===== src/rtl/wb_select_pipe.sv =====
// Writeback source select feeding a 2-entry output FIFO with a registered head.
// Tracks delivered writebacks and flags out-of-range selects.

module wb_select_lane #(
  parameter int WIDTH = 8,
  parameter int SEL_W = 2,
  parameter int IDX   = 0
) (
  input  logic [SEL_W-1:0] sel,
  input  logic [WIDTH-1:0] data,
  output logic [WIDTH-1:0] masked
);
  assign masked = (sel == SEL_W'(IDX)) ? data : '0;
endmodule

module wb_select_pipe #(
  parameter int WIDTH   = 8,
  parameter int NUM_SRC = 4,
  parameter int SEL_W   = 2
) (
  input  logic                     sysclk,
  input  logic                     rst,
  input  logic [NUM_SRC*WIDTH-1:0] src_data,
  input  logic [SEL_W-1:0]         sel,
  input  logic                     w,
  input  logic                     in_valid,
  output logic                     in_ready,
  output logic                     out_valid,
  input  logic                     out_ready,
  output logic [WIDTH-1:0]         x,
  output logic                     sel_err,
  output logic [15:0]              wb_count
);
  localparam logic [SEL_W:0] NSRC = (SEL_W+1)'(NUM_SRC);

  logic [NUM_SRC-1:0][WIDTH-1:0] lane_data;
  logic [NUM_SRC-1:0][WIDTH-1:0] lane_masked;
  logic [WIDTH-1:0]              pick;
  logic                          sel_oob;
  logic                          accept, push, pop;
  logic [1:0]                    occ;
  logic [WIDTH-1:0]              head, tail;

  assign lane_data = src_data;

  // One-hot lanes OR together; an out-of-range select matches no lane and yields zero.
  for (genvar i = 0; i < NUM_SRC; i++) begin : g_lane
    wb_select_lane #(.WIDTH(WIDTH), .SEL_W(SEL_W), .IDX(i)) u_lane (
      .sel    (sel),
      .data   (lane_data[i]),
      .masked (lane_masked[i])
    );
  end

  always_comb begin
    pick = '0;
    for (int i = 0; i < NUM_SRC; i++) pick |= lane_masked[i];
  end

  assign sel_oob   = ({1'b0, sel} >= NSRC);
  assign in_ready  = (occ != 2'd2);
  assign out_valid = (occ != 2'd0);
  assign accept    = in_valid && in_ready;
  assign push      = accept && w;
  assign pop       = out_valid && out_ready;
  assign x         = head;

  always_ff @(posedge sysclk) begin
    if (rst) begin
      occ      <= 2'd0;
      head     <= '0;
      tail     <= '0;
      sel_err  <= 1'b0;
      wb_count <= 16'd0;
    end else begin
      if (pop) wb_count <= wb_count + 16'd1;
      if (push && sel_oob) sel_err <= 1'b1;
      // Push+pop only coexist at occupancy 1: in_ready blocks it at 2, out_valid at 0.
      unique case ({push, pop})
        2'b10: begin
          if (occ == 2'd0) head <= pick;
          else             tail <= pick;
          occ <= occ + 2'd1;
        end
        2'b01: begin
          if (occ == 2'd2) head <= tail;
          occ <= occ - 2'd1;
        end
        2'b11: head <= pick;
        default: ;
      endcase
    end
  end
endmodule


===== config.mk =====
export PLATFORM = sky130hd
export DESIGN_NAME = wb_select_pipe
export DESIGN_NICKNAME = d
export VERILOG_FILES = /design/src/rtl/wb_select_pipe.sv
export SDC_FILE = /design/constraint.sdc
export NUM_CORES = 1
export LEC_CHECK = 0
export ABC_AREA = 0
export BUFFER_PORTS_ARGS = -buffer_cell sky130_fd_sc_hd__buf_2
export CAP_MARGIN = 40
export CORE_MARGIN = 5
export CORE_UTILIZATION = 34
export DETAILED_ROUTE_END_ITERATION = 10
export SYNTH_ARGS = -nofsm -noshare
export SYNTH_HDL_FRONTEND = slang
export SYNTH_SLANG_ARGS = --single-unit

===== constraint.sdc =====
create_clock -name sysclk -period 4.89 [get_ports sysclk]
set_clock_uncertainty 0.2 [all_clocks]
set_input_delay 0.489 -clock sysclk [delete_from_list [all_inputs] [get_ports sysclk]]
set_output_delay 0.489 -clock sysclk [all_outputs]
set_load 0.02 [all_outputs]

==> results.md <==
- The synthesis-to-layout area growth is 25.6%.
- The top cell types in the final layout, fill and taps aside, are 64 x sky130_fd_sc_hd__buf_2, 34 x sky130_fd_sc_hd__dfxtp_1, 26 x sky130_fd_sc_hd__nand2_1, 25 x sky130_fd_sc_hd__nor2_1, 10 x sky130_fd_sc_hd__a21oi_1.
- Entering global routing, the biggest net connects 39 pins.
- The cell chosen for the clock root is sky130_fd_sc_hd__clkbuf_8.
- The count of warnings emitted by yosys is 0.
- The detailed-route via count is roughly 1,500.
- The mean routed wirelength per cell is around 12 µm.
- Buffers inserted during clock tree synthesis total 5.
- The detailed-routing iteration count for the pre-antenna-repair pass is 5.
- The row count is 26.
- sky130_fd_sc_hd__dfxtp_1 takes more of the synthesized area than any other cell.
- The synthesized area divided by synthesized cell count is between 9 and 10 µm².
- Clock tree synthesis found a total of 34 sinks.
- The net count after synthesis is 230.
- The power consumption is ~0.94 mW.
- The top fanout value on the critical path is 16.
- The time the worst path needs with I/O delays and setup is a little under 3000 ps.
- The share of synthesized area in the top cell type comes to 0.378.
- The post-synthesis register bit count is 34.
- The static leakage power is a little under 1 nW.
- STA classifies the critical path startpoint as a flip-flop.
- The routing usage on met3 is 0.0389.
- After clock tree synthesis, the clock-pin slew on the worst setup and hold paths is around 60 ps.
- The arrival time at the worst endpoint is between 2000 and 3000 ps.
- Buffers placed on the I/O ports in this run total 64.
- From bottom edge to top edge, the die measures 82.8 µm.
- Counting along the longest clock path gives a buffer depth of 2.
- The total number of nets in the final design is 290.
- The count of fill cells added during filler insertion is 532.
- The region available for standard cell placement spans 5140 µm².
- Final hold analysis gives a worst-case slack of between 200 and 300 ps.
- The sequential-to-total area share from yosys stat is 0.378.
- The pre-CTS worst setup slack is between 1500 and 2000 ps.
- The total overflow left after global routing is 0.
- The final cell utilization of the core is 0.440.
- The number of global-route vias before repair is approximately 1,500.
- The first global-routing pass estimated around 6.6 mm of wire.
- CTS built an H-tree with a depth of 2.
- Data on the critical path is required at its endpoint by roughly 4900 ps.
- The fraction of met1 tracks used by global routing is 0.152.
- At the pin with the least slew margin, the transition time is around 700 ps.
- In this run the most used layer during global routing was met2.
- In this run, post-CTS repair resized a total of 0 instances.
- The count of final hold-check violations is 0.
- The overall track demand over capacity in global routing is 0.125.
- The number of library cell types mapped by synthesis is 39.
- The die extent in x is 82.8 µm.
- For this block, the routed nets add up to roughly 3.8 mm of wire.
- Synthesis produced a netlist whose cell count is 187.
- The met2 usage is 0.201.
- In the synthesized netlist the dominant register cell turns out to be sky130_fd_sc_hd__dfxtp_1.
- Yosys mapped a number of flops with a built-in enable equal to 0.
- The most common cell after layout, fill and taps aside is sky130_fd_sc_hd__buf_2.
- The number of max-capacitance violations reported is 0.
- The HPWL after detailed placement is slightly below 3 mm.
- The remaining antenna violation count is 0.
- The flow ran to the end, and the final reports show no timing, DRC or antenna violations.
- Summed over all failing endpoints, the final setup total negative slack is 0 ps.
- Of the available clock period, the critical path in the final layout requires 0.607.
- By area the synthesized netlist is led by sky130_fd_sc_hd__dfxtp_1 38%, sky130_fd_sc_hd__mux4_2 10%, sky130_fd_sc_hd__nand2_1 5.4%, sky130_fd_sc_hd__nor2_1 5.2%, sky130_fd_sc_hd__mux2i_1 4.4%.
- The CTS tree is built.
- The fraction of final layout cells sized beyond drive strength 1 is 0.379.
- The number of setup buffers added after CTS is 0.
- The iteration-0 DRC count of the detailed router is 28.
- 66 I/O pins were placed.
- After synthesis, the share of flip-flops with an asynchronous set or reset is 0.
- The number of antenna violations at the first check in global routing is 0.
- In the routed design, unresolved DRC markers number 0.
- The post-synthesis instance area is 1800 µm².
- The final worst slack is 1920 ps.
- Setup violations remaining at the end of the flow were counted as 0.
- The later pin in the worst-skew pair is clocked with a latency of slightly below 300 ps.
- The count of pins over their slew limit is 0.
- The ratio of routed vias to standard cells is approximately 4.7.
- The worst setup path is captured at a flip-flop.
- Setup repair after global routing left no endpoint under its margin.
- Timing would allow up to about 0.34 GHz.
- The antenna diode count is 0.
- The initial core utilization is 0.351.
- The final weighted congestion in routability-driven placement is about 0.76.
- The min-delay analysis places its worst path in the category reg2reg.
- The worst setup path is of the reg2reg kind.
- The worst slew slack as a fraction of its limit is 0.534.
- Across the VDD grid, the largest voltage drop is ~0.00016 V.
- In this run, post-CTS hold repair placed 0 buffers.
- The ratio of total power to cell area is 416 nW/µm².
- The die covers 6860 µm².
-- sequential cells by signal, summed over array words and instances (netlist names) --
signal    cells
tail          8
wb_count     16
occ           2
x             8
-- cells in the mapped netlist (2+ instances only) --
cell type / number
sky130_fd_sc_hd__xnor2_1: 8
sky130_fd_sc_hd__nor2_1: 25
sky130_fd_sc_hd__nor2b_1: 3
sky130_fd_sc_hd__a21oi_1: 10
sky130_fd_sc_hd__xor2_1: 5
sky130_fd_sc_hd__mux4_2: 8
sky130_fd_sc_hd__nor4_1: 3
sky130_fd_sc_hd__clkbuf_1: 5
sky130_fd_sc_hd__nand2_1: 26
sky130_fd_sc_hd__a211oi_2: 2
sky130_fd_sc_hd__mux2_2: 4
sky130_fd_sc_hd__inv_1: 5
sky130_fd_sc_hd__ha_1: 4
sky130_fd_sc_hd__nand3_1: 5
sky130_fd_sc_hd__a211oi_1: 6
sky130_fd_sc_hd__dfxtp_1: 34
sky130_fd_sc_hd__nor3_1: 3
sky130_fd_sc_hd__mux2i_1: 8
sky130_fd_sc_hd__buf_2: 3
-- routing by layer --
metal  wire, µm  part of all wire  vias to the layer above
met4         76             0.020                        0
met1       1740              0.46                      668
met5          0                 0                        -
met2       1630              0.43                       59
met3        361             0.095                        7
li1           -                 -                      768
-- cell families (layout without fill, tap and decap cells) --
logic type | after synthesis | count (layout) | share of synthesized area
flops | 34 | 34 | 0.378
compound gates | 23 | 23 | 0.104
fa+ha+maj | 4 | 4 | 0.0278
mux | 21 | 21 | 0.178
other cells | 1 | 1 | 0.00208
xor+xnor | 13 | 13 | 0.0632
buf+inv | 16 | 77 | 0.0417
simple gates | 75 | 75 | 0.206
-- through the flow --
stage	std cells	cell area (µm²)
final	318	2260
after global routing	318	2260
after CTS	318	2260
after detailed placement	310	2150
after global placement	310	2150
after floorplan	187	1800
-- worst paths after layout --
kind	startpoint	slack, ps	cells past startpoint	to
worst max-delay path	occ[0]$_SDFFE_PP0P_	1920	8	x[7]$_SDFFE_PP0P_
worst min-delay path	tail[4]$_SDFFE_PP0P_	260	2	tail[4]$_SDFFE_PP0P_
worst max register to register	occ[0]$_SDFFE_PP0P_	1920	8	x[7]$_SDFFE_PP0P_
worst min register to register	tail[4]$_SDFFE_PP0P_	260	2	tail[4]$_SDFFE_PP0P_
-- area by class of cell --
cell class	instances	area (µm²)	area share
clock buffer	8	110	0.0486
inverter	5	18.8	0.00829
multi-input combinational	137	1050	0.462
sequential	34	681	0.301
tap	70	87.6	0.0387
timing repair buffer	64	320	0.142
-- where the power goes --
group	leakage [nW]	total [mW]	internal, mW	switching, mW
Combinational	0.631	0.334	0.137	0.197
Sequential	0.276	0.367	0.325	0.0414
Clock	0.0575	0.242	0.142	0.0999
Total	0.965	0.942	0.604	0.338
-- worst max-delay path: stages (launching register included) --
cell and delay [ps]:
sky130_fd_sc_hd__dfxtp_1 420, sky130_fd_sc_hd__or2_2 370, sky130_fd_sc_hd__nand2_1 140, sky130_fd_sc_hd__inv_1 110, sky130_fd_sc_hd__ha_1 410, sky130_fd_sc_hd__mux2_4 370
sky130_fd_sc_hd__o31ai_4 530, sky130_fd_sc_hd__nor2_1 80, sky130_fd_sc_hd__a211oi_1 240
Note: power is estimated with default switching activity, not from simulation.
